### config.mk
export PLATFORM = sky130hd
export DESIGN_NAME = enemy_formation
export DESIGN_NICKNAME = d
export VERILOG_FILES = /design/src/rtl/enemy_formation.sv
export SDC_FILE = /design/constraint.sdc
export NUM_CORES = 1
export LEC_CHECK = 0
export BUFFER_PORTS_ARGS = -buffer_cell sky130_fd_sc_hd__clkbuf_2
export CORE_UTILIZATION = 58
export DETAILED_ROUTE_END_ITERATION = 12
export PLACE_DENSITY = 0.86
export SLEW_MARGIN = 20
export SYNTH_ARGS = -nofsm -noshare
export SYNTH_HDL_FRONTEND = slang
export SYNTH_SLANG_ARGS = --single-unit
export TNS_END_PERCENT = 1
### constraint.sdc
create_clock -name vsync -period 13.63 [get_ports vsync]
set_input_delay 1.363 -clock vsync [delete_from_list [all_inputs] [get_ports vsync]]
set_output_delay 1.363 -clock vsync [all_outputs]
set_load 0.02 [all_outputs]
### src/rtl/enemy_formation.sv
// enemy_formation: invader alive mask, marching offset, score and wave sequencing, clocked per frame.
module enemy_formation #(
   parameter int STEP_PX     = 2,
   parameter int PERIOD_FULL = 8,
   parameter int PERIOD_HALF = 4,
   parameter int PERIOD_LOW  = 2,
   parameter int WAVE_DELAY  = 60
) (
   input  logic            vsync,
   input  logic            reset,
   input  logic            pause,
   input  logic            ecollision,
   input  logic [6:0]      enemy_hit,
   output logic [9:0][5:0] enemy_status,
   output logic [9:0]      enemy_offset,
   output logic [5:0]      alive_count,
   output logic [13:0]     score,
   output logic            wave_clear
);
   typedef enum logic [1:0] {RUN, CLEARED, REFILL} state_t;
   state_t state, next_state;
   logic run, refill, dir_left, hit_ok, step, turn;
   logic [7:0] cnt, period;
   logic [3:0] col, min_col, max_col;
   logic [2:0] row;
   logic [6:0] pts;
   logic [14:0] score_sum;
   logic signed [10:0] left_x, right_x;
   logic signed [11:0] left_nx, right_nx;
   always_comb begin
      alive_count = '0;
      min_col = '0;
      max_col = '0;
      for (int c = 9; c >= 0; c--) if (|enemy_status[c]) min_col = 4'(c);
      for (int c = 0; c < 10; c++) begin
         if (|enemy_status[c]) max_col = 4'(c);
         for (int r = 0; r < 6; r++) alive_count = alive_count + 6'(enemy_status[c][r]);
      end
   end
   assign col = enemy_hit[6:3];
   assign row = enemy_hit[2:0];
   assign hit_ok = run && ecollision && col < 4'd10 && row < 3'd6 && enemy_status[col][row];
   assign pts = row < 3'd2 ? 7'd30 : row < 3'd4 ? 7'd20 : 7'd10;
   assign score_sum = {1'b0, score} + 15'(pts);
   assign period = alive_count >= 6'd40 ? 8'(PERIOD_FULL) :
                   alive_count >= 6'd20 ? 8'(PERIOD_HALF) :
                   alive_count >= 6'd5  ? 8'(PERIOD_LOW)  : 8'd1;
   assign step = run && !pause && cnt >= period - 8'd1;
   // Bounds come from the registered (pre-hit) mask, so a same-frame hit cannot move the edge.
   assign left_x   = {enemy_offset[9], enemy_offset} + {1'b0, min_col, 6'b0};
   assign right_x  = {enemy_offset[9], enemy_offset} + {1'b0, max_col, 6'b0} + 11'd32;
   assign left_nx  = 12'(left_x) - 12'(STEP_PX);
   assign right_nx = 12'(right_x) + 12'(STEP_PX);
   assign turn = dir_left ? left_nx[11] : right_nx > 12'sd640;
   always_ff @(posedge vsync or posedge reset)
      if (reset) state <= RUN;
      else state <= next_state;
   always_comb
      next_state = state == RUN     ? ((hit_ok && alive_count == 6'd1) ? CLEARED : RUN) :
                   state == CLEARED ? ((!pause && cnt == 8'(WAVE_DELAY - 1)) ? REFILL : CLEARED) :
                   RUN;
   always_comb begin
      run = state == RUN;
      refill = state == REFILL;
   end
   always_ff @(posedge vsync or posedge reset)
      if (reset) begin
         enemy_status <= '1;
         enemy_offset <= 10'd16;
         dir_left <= 1'b0;
         cnt <= '0;
         score <= '0;
         wave_clear <= 1'b0;
      end else begin
         wave_clear <= run && next_state == CLEARED;
         if (refill) begin
            enemy_status <= '1;
            enemy_offset <= 10'd16;
            dir_left <= 1'b0;
            cnt <= '0;
         end else if (run) begin
            if (hit_ok) begin
               enemy_status[col][row] <= 1'b0;
               score <= score_sum > 15'd9999 ? 14'd9999 : score_sum[13:0];
            end
            if (next_state == CLEARED) cnt <= '0;
            else if (!pause) cnt <= step ? '0 : cnt + 8'd1;
            if (step) begin
               dir_left <= dir_left ^ turn;
               enemy_offset <= (dir_left ^ turn) ? enemy_offset - 10'(STEP_PX) : enemy_offset + 10'(STEP_PX);
            end
         end else if (!pause) cnt <= cnt + 8'd1;
      end
endmodule

Word-level counts from Yosys, hierarchy flattened. Index checks and enable logic that the tools add are counted.

Word-level logic and storage cells: 194. Output and inout port bits: 91. Bits in registers: 96.

Reduce and logical (&&, ||, !) cells: 30. Mux-type cells: 54. Equality and inequality tests: 7. Add/subtract/negate cells: 69. Bitwise operators: 4. $lt $le $gt $ge: 14.

Operators with widths (number): adder 6 x 1 -> 6 bit (54); two-way mux 60 bit (3); two-way mux 4 bit (19); AND 60 bit (1); inverter 60 bit (1); OR reduction 6 bit (10); two-way mux 8 bit (6); two-way mux 10 bit (4); binary-select mux 6 bit (select 4 bit) (1); demux 6 bit (select 4 bit) (1); adder 11 x 10 -> 11 bit (2); adder 14 x 5 -> 15 bit (1); greater-than comparator 15 x 14 -> 1 bit, second input constant (1); two-way mux 14 bit (1); adder 11 x 3 -> 12 bit, second input constant (1); greater-than comparator 12 x 11 -> 1 bit, second input constant (1); two-way mux 6 bit (2); subtractor 11 x 3 -> 12 bit, second input constant (1); adder 11 x 6 -> 11 bit, second input constant (1); logical AND 1 bit (11); adder 10 x 2 -> 10 bit, second input constant (1); two-way mux 5 bit (2); subtractor 10 x 2 -> 10 bit, second input constant (1); adder 8 x 1 -> 8 bit, second input constant (1); other kinds (34) (51).

Logic depth before layout (Yosys ltp). Gate-level depths: netlist (run 1).

Depth after elaboration: 71. Gate-level depth with buffers: 32.

Worst setup path before layout (run 1). OpenSTA, ideal clock, no wires.

Kind: reg-to-reg. Start point: register enemy_status[35] in the netlist's numbering. End point: register enemy_offset[9]. Cell stages (with the launch flop): 33. Required time: 13501 ps. Setup time: 129 ps. Path buffers: 1. Setup slack: 5304 ps. Data arrival time: 8197 ps. Cells stage by stage: dfstp_2 -> inv_1 -> fa_1 -> inv_1 -> fa_1 -> fa_1 -> inv_1 -> fa_1 -> inv_1 -> fa_1 -> fa_1 -> fa_1 -> inv_1 -> fa_1 -> inv_1 -> fa_1 -> a21oi_1 -> nor2_1 -> nor2_1 -> xnor2_1 -> or2_2 -> or2_2 -> nand2b_1 -> ha_1 -> nor2b_1 -> o21ai_0 -> a211oi_1 -> or4_1 -> clkbuf_1 -> nor2_1 -> mux2_2 -> a31oi_1 -> nand3_1.

Longest elaborated chain between the ends: 34. Elaborated cells on any way between the ends: 60.

RTL lines: from (decl) (line 14) `output logic [9:0][5:0] enemy_status,`; from (signal assigned) (line 68) `enemy_status <= '1;`; from (signal assigned) (line 77) `enemy_status <= '1;`; from (signal, indexed assignment) (line 83) `enemy_status[col][row] <= 1'b0;`; adder 6 x 1 -> 6 bit (*) (25 in a row) (line 37) `for (int r = 0; r < 6; r++) alive_count = alive_count + 6'(enemy_status[c][r]);`; named net alive_count[4] (line 16) `output logic [5:0] alive_count,`; greater-or-equal comparator 6 x 3 -> 1 bit (line 47) `alive_count >= 6'd5 ? 8'(PERIOD_LOW) : 8'd1;`; two-way mux 2 bit (line 47); two-way mux 3 bit (line 46) `alive_count >= 6'd20 ? 8'(PERIOD_HALF) :`; two-way mux 4 bit (*) (line 45) `assign period = alive_count >= 6'd40 ? 8'(PERIOD_FULL) :`; subtractor 4 x 1 -> 5 bit (*) (line 48) `assign step = run && !pause && cnt >= period - 8'd1;`; greater-or-equal comparator 8 bit (*) (line 48); logical AND 1 bit (*) (line 48); nonzero test 2 bit (no source line) (*); AND reduction 2 bit (no source line) (*); to (signal assigned) (line 90) `enemy_offset <= (dir_left ^ turn) ? enemy_offset - 10'(STEP_PX) : enemy_offset + 10'(STEP_PX);`; to (decl) (line 15) `output logic [9:0] enemy_offset,`.

The timed path passes the listed nets; every way through them passes the cells marked *. The select of a mux whose other input is x is not followed. A chain may end at the register's enable or synchronous reset.

Worst setup path in the final report (run 1).
Start point: register enemy_status[35] in the netlist's numbering. End point: register cnt[4].

Longest elaborated chain between the ends: 37. Elaborated cells on any way between the ends: 51.

RTL lines: adder 6 x 1 -> 6 bit (25 in a row) (line 37); greater-or-equal comparator 6 x 3 -> 1 bit (line 47); two-way mux 2 bit (line 47); two-way mux 3 bit (line 46); two-way mux 4 bit (line 45); subtractor 4 x 1 -> 5 bit (line 48); greater-or-equal comparator 8 bit (line 48); logical AND 1 bit (line 48); two-way mux 8 bit (2 in a row) (line 87) `else if (!pause) cnt <= step ? '0 : cnt + 8'd1;`; two-way mux 8 bit (line 86) `if (next_state == CLEARED) cnt <= '0;`; two-way mux 8 bit (line 81) `end else if (run) begin`; two-way mux 8 bit (line 76) `if (refill) begin`; to (signal assigned) (line 87); to (signal assigned) (line 92) `end else if (!pause) cnt <= cnt + 8'd1;`; to (decl) (line 23) `logic [7:0] cnt, period;`.

Several ways; a longest one is shown, not always the timed one. The select of a mux whose other input is x is not followed.

==> run summary, run 1 <==
The run finished with clean final reports. The clock skew is 0.0129 ns. In this run the worst hold path is classified as reg -> reg.

The actual transition at the worst max-transition pin came out at 1.11 ns. The final antenna diode count is 0. The share of total power dissipated in combinational logic is 63.1%. The initial antenna violation count came to 0. The slowest library cell on the worst path is sky130_fd_sc_hd__fa_1. The worst setup path category is reg -> reg. Setup repair after global routing left no endpoint under its margin.

The total of max-cap violations is 0. In this run the core area contains 41 standard-cell rows. The pin count of the biggest net entering global routing came out at 78.

Wires add up to 20900 µm. The clock latency of the later-clocked register in the worst-skew pair is 0.36 ns. STA classifies the critical path startpoint as a flop.

The count of buffers added on input and output ports is 100. The share of total power in the clock network came out at 14.9%. The post-synth net total is 884. Setup violations remaining at the end of the flow were counted as 0. The total power divided by cell area is 207 nW/µm². The deepest level of the CTS H-tree is 3.

The number of cells after detailed placement came out at 1028. Leaving out fill and tap cells, the most frequent cell in the layout is sky130_fd_sc_hd__inv_1. Measured along the x axis, the die boundary spans 117 µm.

The TritonCTS buffer count came out at 9. The via count of the first global-routing pass was 6322. The area of the placeable core is 12700 µm².

The post-cts hold buffer count is 0. The share of post-route cells with drive strength above 1 is 24.3%. The largest single stage delay on the critical path is 0.56 ns. The count of flip-flops with a built-in enable after synthesis came out at 0. The tree is rooted in a sky130_fd_sc_hd__clkbuf_16. The post-CTS repair timing setup buffer count is 0. The number of instances resized during post-cts repair is 0.

The flip-flop and latch count after synthesis is 95. After technology mapping, the gate count stands at 778. The CTS tree is yes. The relative slew slack came out at 25.8%.

The average cell area after synthesis came out at 9.79 µm². The aggregate global routing overflow came out at 0. Static timing analysis puts the maximum clock frequency at 0.109 GHz. The detailed-route DRC error count is 0. The top cell types in the final layout, fill and taps aside, are sky130_fd_sc_hd__inv_1, sky130_fd_sc_hd__clkbuf_2, sky130_fd_sc_hd__nor2_1, sky130_fd_sc_hd__dfstp_2, sky130_fd_sc_hd__fa_1. The HPWL after detailed placement came out at 15600 µm. The most used flip-flop cell after synthesis is sky130_fd_sc_hd__dfstp_2. For this block, the initial DRC count from the detailed router was 584. After layout, the worst path uses 67.1% of the clock period. The growth of design area from synthesis to finish came out at 12.1%. The starting utilization of the core area came out at 59.9%. The type of destination of the critical path is a flop. The async set-reset flop share out of synthesis is 100%. The total of warnings raised by yosys came out at 0.

At the end of routability-driven placement, the weighted congestion stood at 0.937. Per report_power, the sequential group accounts for 22.0% of the total. The number of nets in the layout is 973. In this run the deepest clock path goes through 2 buffers. The clock-pin slew on the worst setup and hold paths came out at 0.07 ns. For this run, the detailed router's first-pass iteration total came to 6. After routing, the total negative slack on setup checks comes to 0 ns. Internal power comes to 0.924 mW.

The overall via count from detail_route is 6536. The overall die height is 117 µm. The net switching fraction of the power came out at 47.7%. Global routing used 32.6% of the available tracks across all layers.

The maximum resistive drop on vdd is 0.000251 V. The net switching component of the power came out at 0.844 mW. The cell that appears most often on the critical path is sky130_fd_sc_hd__fa_1. The full die area is 13600 µm².

The clock sink count is 95. The arrival time reported for the critical path endpoint is 9.40 ns. The top-level port count is 102. The first-pass GRT wire length is 33000 µm. Summed over all cells, the static leakage comes to 4.03 nW. The part of the Yosys area used for sequential elements is 32.2%.

The clock period minus final worst setup slack is 9.15 ns. The number of distinct standard cells referenced by the synthesized netlist is 70. Along the worst path, the maximum fanout reaches 22. The core utilization of the finished layout is 67.1%. The hold violation total from the final report came out at 0. The residual antenna-violating net count after detailed routing came out at 0.

The post-synth design cell area is 7620 µm². The per-cell via count in the routed design is 6.26. Hold is met by 0.477 ns. The worst path required time came out at 13.88 ns.

The average detailed-routed wire length per instance came out at 20.1 µm. The overall power after layout is 1.77 mW. The max-slew violation count is 0. The filler-free cell count of the finished design came out at 1044.
layer usage:
metal	vias to the layer above	routed length, µm	global-route usage, %
met2	366	9910	52.3
met3	70	1760	7.21
li1	2896	-	-
met1	3204	8370	42.7
met4	0	895	14.1
met5	-	0	0
worst paths after layout:
kind	start	end	slack, ns	depth (start not counted)
worst max-delay path	enemy_status[35]	cnt[4]	4.48	31
worst min-delay path	score[0]	score[0]	0.48	1
worst max register to register	enemy_status[35]	cnt[4]	4.48	31
worst min register to register	score[0]	score[0]	0.48	1
max in group asynchronous	reset	cnt[4]	11.43	3
min in group asynchronous	reset	enemy_offset[2]	0.95	2
final cells by class:
type / count / area (µm²)
multi-input combinational: 549 / 4630
fill: 1050 / 4180
sequential: 95 / 2450
timing repair buffer: 105 / 538
inverter: 107 / 403
clock buffer: 13 / 282
tap: 172 / 215
clock inverter: 3 / 22.5
kinds of logic (layout without fill, tap and decap cells):
kind of cell    Yosys count  in the layout  synth area share (%)
simple gates            223            223                  15.4
compound gates          178            178                  16.0
buf+inv                 134            228                  7.18
fa+ha+maj                95             95                  20.9
flops                    95             95                  32.2
xor+xnor                 28             28                  3.42
mux                      23             23                  4.70
other cells               2              2                0.0986
through the flow:
stage	setup slack (ns)	instance area (µm²)
6_report	4.48	8540
5_1_grt	3.94	8540
4_1_cts	4.48	8540
3_5_place_dp	4.51	8230
3_3_place_gp	4.71	8230
2_1_floorplan	5.30	7620
flip-flops by register name, summed over array words and instances, names as in the netlist:
signal        flops
state             2
enemy_offset      9
cnt               8
wave_clear        1
dir_left          1
score            14
enemy_status     60
power groups by stage:
| stage | sequential [mW] | combinational, mW | clock [mW] |
|---|---|---|---|
| finish | 0.390 | 1.12 | 0.263 |
| global route | 0.395 | 1.26 | 0.276 |
| CTS | 0.387 | 1.12 | 0.264 |
| detailed placement | 0.392 | 1.11 | 0 |
| global placement | 0.391 | 1.09 | 0 |
| floorplan | 0.399 | 0.858 | 0 |
cell usage after synthesis, drive strengths merged, types with 22 or more instances:
cell type | number | area [µm²]
inv | 106 | 398
nor2 | 78 | 293
dfstp | 61 | 1600
fa | 54 | 1080
a21oi | 47 | 235
a22oi | 44 | 330
ha | 41 | 513
dfrtp | 34 | 851
nand2 | 29 | 109
o21ai | 28 | 140
nor3 | 22 | 133
critical path, delay by kind of cell, from the launching register on:
family	cells	cell delay [ns]
fa+ha+maj	10	4.84
simple gates	9	2.20
xor+xnor	1	0.11
compound gates	5	0.99
flops	1	0.55
buf+inv	6	0.37
Note: power is estimated with default switching activity, not from simulation.
==> inputs of run 2 (changes only) <==
Settings changed: ABC_AREA set to 1.
Clock period 13.63 ns to 8.55 ns, I/O delays scaled along.
==> run summary, run 2 <==
The number of nets in the layout is 1280 (+32%). The total negative slack for setup checks was 0 ns (unchanged). The final worst-path cycle share came out at 93.2% (+26 points). STA classifies the critical path endpoint as a flop.

The clock-pin slew on the worst setup and hold paths came to 0.07 ns (about the same). The detailed-route DRC error count is 0 (unchanged). The total of max-cap violations was 0 (unchanged). The total non-filler cell area in the finished layout was 9060 µm² (+6.1%). The number of flip-flops under the largest register name is 60 (unchanged). The overall via count from detail_route was 7636 (+17%).

The async set-reset flop share out of synthesis is 100% (unchanged). The startpoint identified for the worst hold timing path is state[1]. The per-cell via count in the routed design is 5.64 (-10%).

The worst setup slack for register-to-register paths is 0.58 ns (-3.90 ns). The count of input and output buffers is 100 (unchanged). The largest fanout on the critical path came out at 10 (-55%).

The total of warnings raised by yosys came out at 0 (unchanged). The part of the Yosys area used for sequential elements came out at 30.4% (-1.8 points). The gate count after technology mapping came out at 1086 (+40%). The depth of the worst hold-timing path is 1 (unchanged). The clock root buffer is sky130_fd_sc_hd__clkbuf_16. The starting utilization of the core area is 60.3% (+0.42 points).

The cell depth of the worst flop-to-flop path came out at 31 (unchanged). The first-pass GRT wire length came out at 36600 µm (+11%). The worst setup path category is reg -> reg. The average detailed-routed wire length per instance came out at 16.5 µm (-18%). The HPWL after detailed placement was 16500 µm (+6.2%). The deepest level of the CTS H-tree was 3 (unchanged). The startpoint identified for the worst register-to-register timing path is enemy_status[35]. The TritonCTS buffer count is 9 (unchanged). The top-level port count is 102 (unchanged). The iteration-0 DRC count of the detailed router was 731 (+25%). The min-delay analysis places its worst path in the category reg -> reg. The actual transition at the worst max-transition pin is 1.08 ns (-0.0286 ns). The leading cell type by number of instances after synthesis is sky130_fd_sc_hd__nand2_1. The clock skew is 0.00926 ns (-0.00360 ns).

The register with the most flip-flops is enemy_status. The share of post-route cells with drive strength above 1 came out at 17.0% (-7.3 points). The length of the first detailed-routing pass in iterations is 6 (unchanged).

The average cell area after synthesis is 7.44 µm² (-24%). The area share of the leading cell type in the synthesized netlist is 19.8% (-1.2 points). The growth of design area from synthesis to finish came out at 12.1% (about the same). The global placer's final weighted congestion was 0.957 (+2.2%). The highest attainable clock frequency came out at 0.125 GHz (+15%). TritonCTS built the clock tree. After synthesis, the cell types taking the most area are sky130_fd_sc_hd__dfstp_2, sky130_fd_sc_hd__nand2_1, sky130_fd_sc_hd__fa_1. Leaving out fill and tap cells, the most frequent cell in the layout is sky130_fd_sc_hd__nand2_1.

The aggregate global routing overflow was 0 (unchanged). The leakage power total came out at 4.61 nW (+14%). The via count of the first global-routing pass is 7280 (+15%). The max-slew violation count came to 0 (unchanged). The post-synth design cell area came to 8080 µm² (+6.1%). The synthesized design spends more area on one cell type than any other, namely sky130_fd_sc_hd__dfstp_2.

The minimum hold slack is 0.477 ns (-0.000287 ns). The flip-flop and latch count after synthesis came out at 95 (unchanged). STA classifies the critical path startpoint as a flop. The final setup violation count is 0 (unchanged).

Setup repair after global routing left no endpoint under its margin. The placement-stage cell area came out at 8700 µm² (+5.7%). The clock period minus final worst setup slack was 7.97 ns (-1.18 ns). The initial antenna violation count came to 0 (unchanged). The count of flip-flops with a built-in enable after synthesis is 0 (unchanged). The filler-free cell count of the finished design is 1355 (+30%).

The post-synth net total came out at 1192 (+35%). The most numerous cell type found on the critical path is sky130_fd_sc_hd__fa_1. The number of cells after detailed placement is 1339 (+30%). The post-cts hold buffer count came to 0 (unchanged).

The arrival time reported for the critical path endpoint came out at 8.24 ns (-1.16 ns). The aggregate global-route resource usage came out at 32.8% (+0.23 points). The clock latency of the later-clocked register in the worst-skew pair is 0.36 ns (about the same). The floorplan die width came out at 120 µm (+2.9%). The pin count of the biggest net entering global routing came out at 82 (+5.1%).

The hold violation total from the final report is 0 (unchanged). The number of distinct standard cells referenced by the synthesized netlist is 38 (-46%). The largest registers in the layout are enemy_status (60), score (14), enemy_offset (9).

The number of buffers between clock root and the deepest sink was 2 (unchanged). The final antenna diode count came out at 0 (unchanged). The total power divided by cell area came to 352 nW/µm² (+70%). The cell row count is 42 (+2.4%).

The worst path required time came to 8.82 ns (-5.06 ns). For hold timing, the worst endpoint is state[1]. The most used flip-flop cell after synthesis is sky130_fd_sc_hd__dfstp_2. The critical path's largest stage delay came out at 0.56 ns (about the same). The clock sink count came out at 95 (unchanged). The top cell types in the final layout, fill and taps aside, are sky130_fd_sc_hd__nand2_1, sky130_fd_sc_hd__inv_1, sky130_fd_sc_hd__clkbuf_2, sky130_fd_sc_hd__o21ai_0, sky130_fd_sc_hd__nor2_1. The maximum resistive drop on vdd came out at 0.000246 V (-2.1%).

Sorting the synthesized cells by how often they occur yields sky130_fd_sc_hd__nand2_1, sky130_fd_sc_hd__inv_1, sky130_fd_sc_hd__o21ai_0. The flow ran to the end, and the final reports show no timing, DRC or antenna violations. The end of the worst register-to-register path is cnt[4]. For this design, the slowest cell found on the critical path is sky130_fd_sc_hd__dfstp_2. The residual antenna-violating net count after detailed routing was 0 (unchanged).

The relative slew slack came out at 27.7% (+1.9 points). The overall die height is 120 µm (+2.9%). The final wirelength was 22400 µm (+7.0%). The full die area came out at 14400 µm² (+6.0%). The area of the placeable core came out at 13400 µm² (+5.3%).
==> run 2: cell count changes in the layout (fill, tap and decap cells not counted), moves of 14 or more <==
cell,before,now
sky130_fd_sc_hd__a21oi_1,47,27
sky130_fd_sc_hd__nand2_1,29,308
sky130_fd_sc_hd__nand4_1,9,23
sky130_fd_sc_hd__nand3_1,16,59
sky130_fd_sc_hd__o21ai_0,26,91
sky130_fd_sc_hd__a22oi_1,44,13
sky130_fd_sc_hd__inv_1,105,176
==> run 2: power breakdown <==
part	switching (mW)	total, mW	internal (mW)
clock network	0.180	0.472	0.292
registers	0.103	0.630	0.527
logic	1.34	2.08	0.745
==> run 2: through the flow <==
step / util [%] / total power, mW / setup slack (ns)
final: 67.6 / 3.19 / 0.578
after detailed placement: 64.9 / 2.64 / 0.419
after global routing: 67.6 / 3.45 / 0.0515
after global placement: 64.9 / 2.57 / 0.635
after floorplan: - / 2.11 / 0.701
after CTS: 67.5 / 3.14 / 0.289
==> run 2: logic make-up after synthesis <==
family	count (synthesis)	synth area share, %
simple gates	509	26.5
buf+inv	210	10.3
compound gates	149	10.1
fa+ha+maj	95	19.7
flops	95	30.4
xor+xnor	26	2.82
other cells	2	0.0929
==> run 2: final cells by class <==
type                    instances  area [µm²]
multi-input cells             781        4800
clock inverters                 4        71.3
flip-flops and latches         95        2450
inverters                     180         678
well taps                     176         220
clock buffers                  12         279
repair buffers                107         553
fillers                      1145        4340
==> run 2: repair_timing <==
item	CTS	global route
resized for setup	0	4
setup endpoints to repair	0	6
setup buffers	0	0
==> run 2: critical path: cells and delay by family (launching register included) <==
family	cells	cell delay (ns)
adder cells (fa/ha/maj)	10	4.79
AND/OR/NAND/NOR	7	1.03
AO/OA/AOI/OAI	5	0.79
flip-flops	1	0.56
buffers and inverters	8	0.50
XOR/XNOR	1	0.22
==> run 2: worst max-delay path by stage <==
stage | cells past startpoint | start | slack (ns) | end
finish | 31 | enemy_status[35] | 0.58 | cnt[4]
global route | 31 | enemy_status[35] | 0.05 | cnt[4]
CTS | 31 | enemy_status[35] | 0.29 | cnt[6]
detailed placement | 31 | enemy_status[35] | 0.42 | cnt[6]
global placement | 31 | enemy_status[35] | 0.63 | cnt[5]
floorplan | 31 | enemy_status[35] | 0.70 | cnt[6]
==> run 2: per-layer routing <==
layer	part of all wire (%)	up-vias	track usage [%]	wire length (µm)
met5	0	-	0	0
met3	9.0	43	6.32	2010
met1	42	3653	45.0	9440
met2	46	326	51.7	10400
li1	-	3614	-	-
met4	2.5	0	11.6	553
==> inputs of run 3 (changes only) <==
Settings changed: CORE_UTILIZATION 58 to 48, PLACE_DENSITY 0.86 to 0.74, SETUP_SLACK_MARGIN set to 0.4.
==> run summary, run 3 (synthesis results as in run 2) <==
The critical path's top delay family is adder cells. The clock sink count is 95 (unchanged). The clock root buffer is sky130_fd_sc_hd__clkbuf_16. The post-cts hold buffer count is 0 (unchanged). The aggregate global routing overflow is 0 (unchanged). The clock-pin slew on the worst setup and hold paths came to 0.07 ns (about the same). The slowest library cell on the worst path is sky130_fd_sc_hd__dfstp_2. The number of cells after detailed placement is 1384 (+3.4%). The relative slew slack is 38.8% (+11 points).

The placement-stage cell area came out at 8760 µm² (+0.72%). The filler-free cell count of the finished design came out at 1401 (+3.4%). The type of destination of the critical path is a flop.

The deepest level of the CTS H-tree came to 3 (unchanged). The maximum resistive drop on vdd is 0.000386 V (+57%). The number of buffers between clock root and the deepest sink is 2 (unchanged). Setup repair after global routing left no endpoint under its margin. The clock latency of the later-clocked register in the worst-skew pair came out at 0.36 ns (about the same).

The core utilization of the finished layout came out at 55.1% (-12 points). The total buffers and inverters traversed by the critical path came out at 9 (+1). The tightest min-delay check is of the reg -> reg type.

The via count of the first global-routing pass is 7111 (-2.3%). The max-slew violation count came out at 0 (unchanged). The total power divided by cell area is 345 nW/µm² (-1.9%).

The highest attainable clock frequency came out at 0.128 GHz (+2.1%). The floorplan die width is 132 µm (+9.8%). The aggregate global-route resource usage is 26.7% (-6.0 points). The detailed-route DRC error count came to 0 (unchanged). The arrival time reported for the critical path endpoint was 8.10 ns (-0.14 ns).

The full die area came out at 17400 µm² (+20%). The final wirelength is 22200 µm (-0.71%). The residual antenna-violating net count after detailed routing is 0 (unchanged).

The clock skew came out at 0.00803 ns (-0.00123 ns). The library cells used most frequently in the layout, excluding fill and tap cells, are sky130_fd_sc_hd__nand2_1, sky130_fd_sc_hd__inv_1, sky130_fd_sc_hd__clkbuf_2, sky130_fd_sc_hd__o21ai_0, sky130_fd_sc_hd__nor2_1. The top-level port count was 102 (unchanged). The number of flip-flops under the largest register name is 60 (unchanged). The total of max-cap violations came out at 0 (unchanged). The average detailed-routed wire length per instance came out at 15.9 µm (-4.0%). The hold violation total from the final report is 0 (unchanged).

The clock period minus final worst setup slack came out at 7.81 ns (-0.162 ns). The initial antenna violation count is 0 (unchanged). The count of input and output buffers is 100 (unchanged). The overall die height is 132 µm (+9.8%).

The area of the placeable core is 16500 µm² (+23%). The share of post-route cells with drive strength above 1 is 17.6% (+0.56 points). The starting utilization of the core area is 48.9% (-11 points).

The total non-filler cell area in the finished layout came to 9110 µm² (+0.57%). The first-pass GRT wire length is 36500 µm (-0.17%). The worst path required time came out at 8.84 ns (+0.02 ns). Counting flops per register, the top entry is enemy_status. The overall via count from detail_route came out at 7488 (-1.9%). The worst setup path is launched from a flop. The global placer's final weighted congestion was 0.925 (-3.4%). The final setup violation count is 0 (unchanged). The length of the first detailed-routing pass in iterations is 6 (unchanged).

The TritonCTS buffer count is 9 (unchanged). The largest registers in the layout are enemy_status (60), score (14), enemy_offset (9). The iteration-0 DRC count of the detailed router is 645 (-12%). The count of fill cells added during filler insertion came to 1586 (+39%). The HPWL after detailed placement is 16800 µm (+1.5%). The CTS tree is yes. The final worst-path cycle share came out at 91.3% (-1.9 points). The cell row count came to 47 (+12%). The area growth from synthesis to layout is 12.8%. The cell that appears most often on the critical path is sky130_fd_sc_hd__fa_1. The largest fanout on the critical path came out at 10 (unchanged).

The total negative slack for setup checks came out at 0 ns (unchanged). The actual transition at the worst max-transition pin is 0.918 ns (-0.166 ns). The flow ran to the end, and the final reports show no timing, DRC or antenna violations.

The leakage power total was 4.61 nW (-0.18%). The critical path's largest stage delay was 0.56 ns (about the same). The most frequent standard cell in the layout excluding fill and tap cells is sky130_fd_sc_hd__nand2_1. The number of nets in the layout came out at 1282 (+0.16%). The final antenna diode count came out at 0 (unchanged). The critical path is of the reg -> reg type.

The per-cell via count in the routed design is 5.34 (-5.2%). The pin count of the biggest net entering global routing is 82 (unchanged).
[run 3: cell types whose count changed in the layout (fill, tap and decap cells not counted), sizes merged]
cell / delta
clkinvlp: +1
clkinv: +2
inv: -1
bufinv: -2
buf: +2
[run 3: area by class of cell]
type	count	area (µm²)	share of cell area, %
well taps	220	275	3.02
clock inverters	4	26.3	0.288
multi-input cells	781	4840	53.1
inverters	180	679	7.46
flip-flops and latches	95	2450	26.9
clock buffers	12	268	2.94
repair buffers	109	572	6.28
[run 3: worst paths after layout]
path	startpoint	slack, ns	endpoint	depth (start not counted)
min in group asynchronous	reset	0.52	cnt[5]	2
max	enemy_status[35]	0.74	cnt[2]	32
min reg2reg	state[1]	0.46	state[1]	1
max reg2reg	enemy_status[35]	0.74	cnt[2]	32
min	state[1]	0.46	state[1]	1
max in group asynchronous	reset	6.96	score[11]	3
[run 3: per-stage QoR]
step / hold slack (ns) / worst slack, ns / total power [mW]
after floorplan: 0.433 / 0.701 / 2.11
after global placement: 0.453 / 0.730 / 2.58
after detailed placement: 0.454 / 0.412 / 2.64
after CTS: 0.463 / 0.409 / 3.06
after global routing: 0.497 / 0.409 / 3.45
final: 0.464 / 0.740 / 3.14
[run 3: what timing repair did]
action                     CTS  global route
setup buffers                0             1
setup endpoints to repair    0            13
gates resized for setup      0            18
[run 3: report_power, final]
part | internal [mW] | leakage [nW] | switching [mW]
logic | 0.785 | 3.40 | 1.32
clock network | 0.223 | 0.144 | 0.184
registers | 0.527 | 1.06 | 0.104
total | 1.54 | 4.61 | 1.61
[run 3: per-layer routing]
layer	track usage (%)	routed length (µm)
met2	42.4	10400
met3	4.04	1670
met5	0	0
met1	37.4	9720
met4	9.50	454
[run 3: worst reg2reg max path: cells and delay by family, from the launching register on]
kind            cells  cell delay (ns)
flops               1             0.56
fa+ha+maj          10             4.80
buf+inv             9             0.69
compound gates      5             0.75
xor+xnor            1             0.25
simple gates        7             0.71
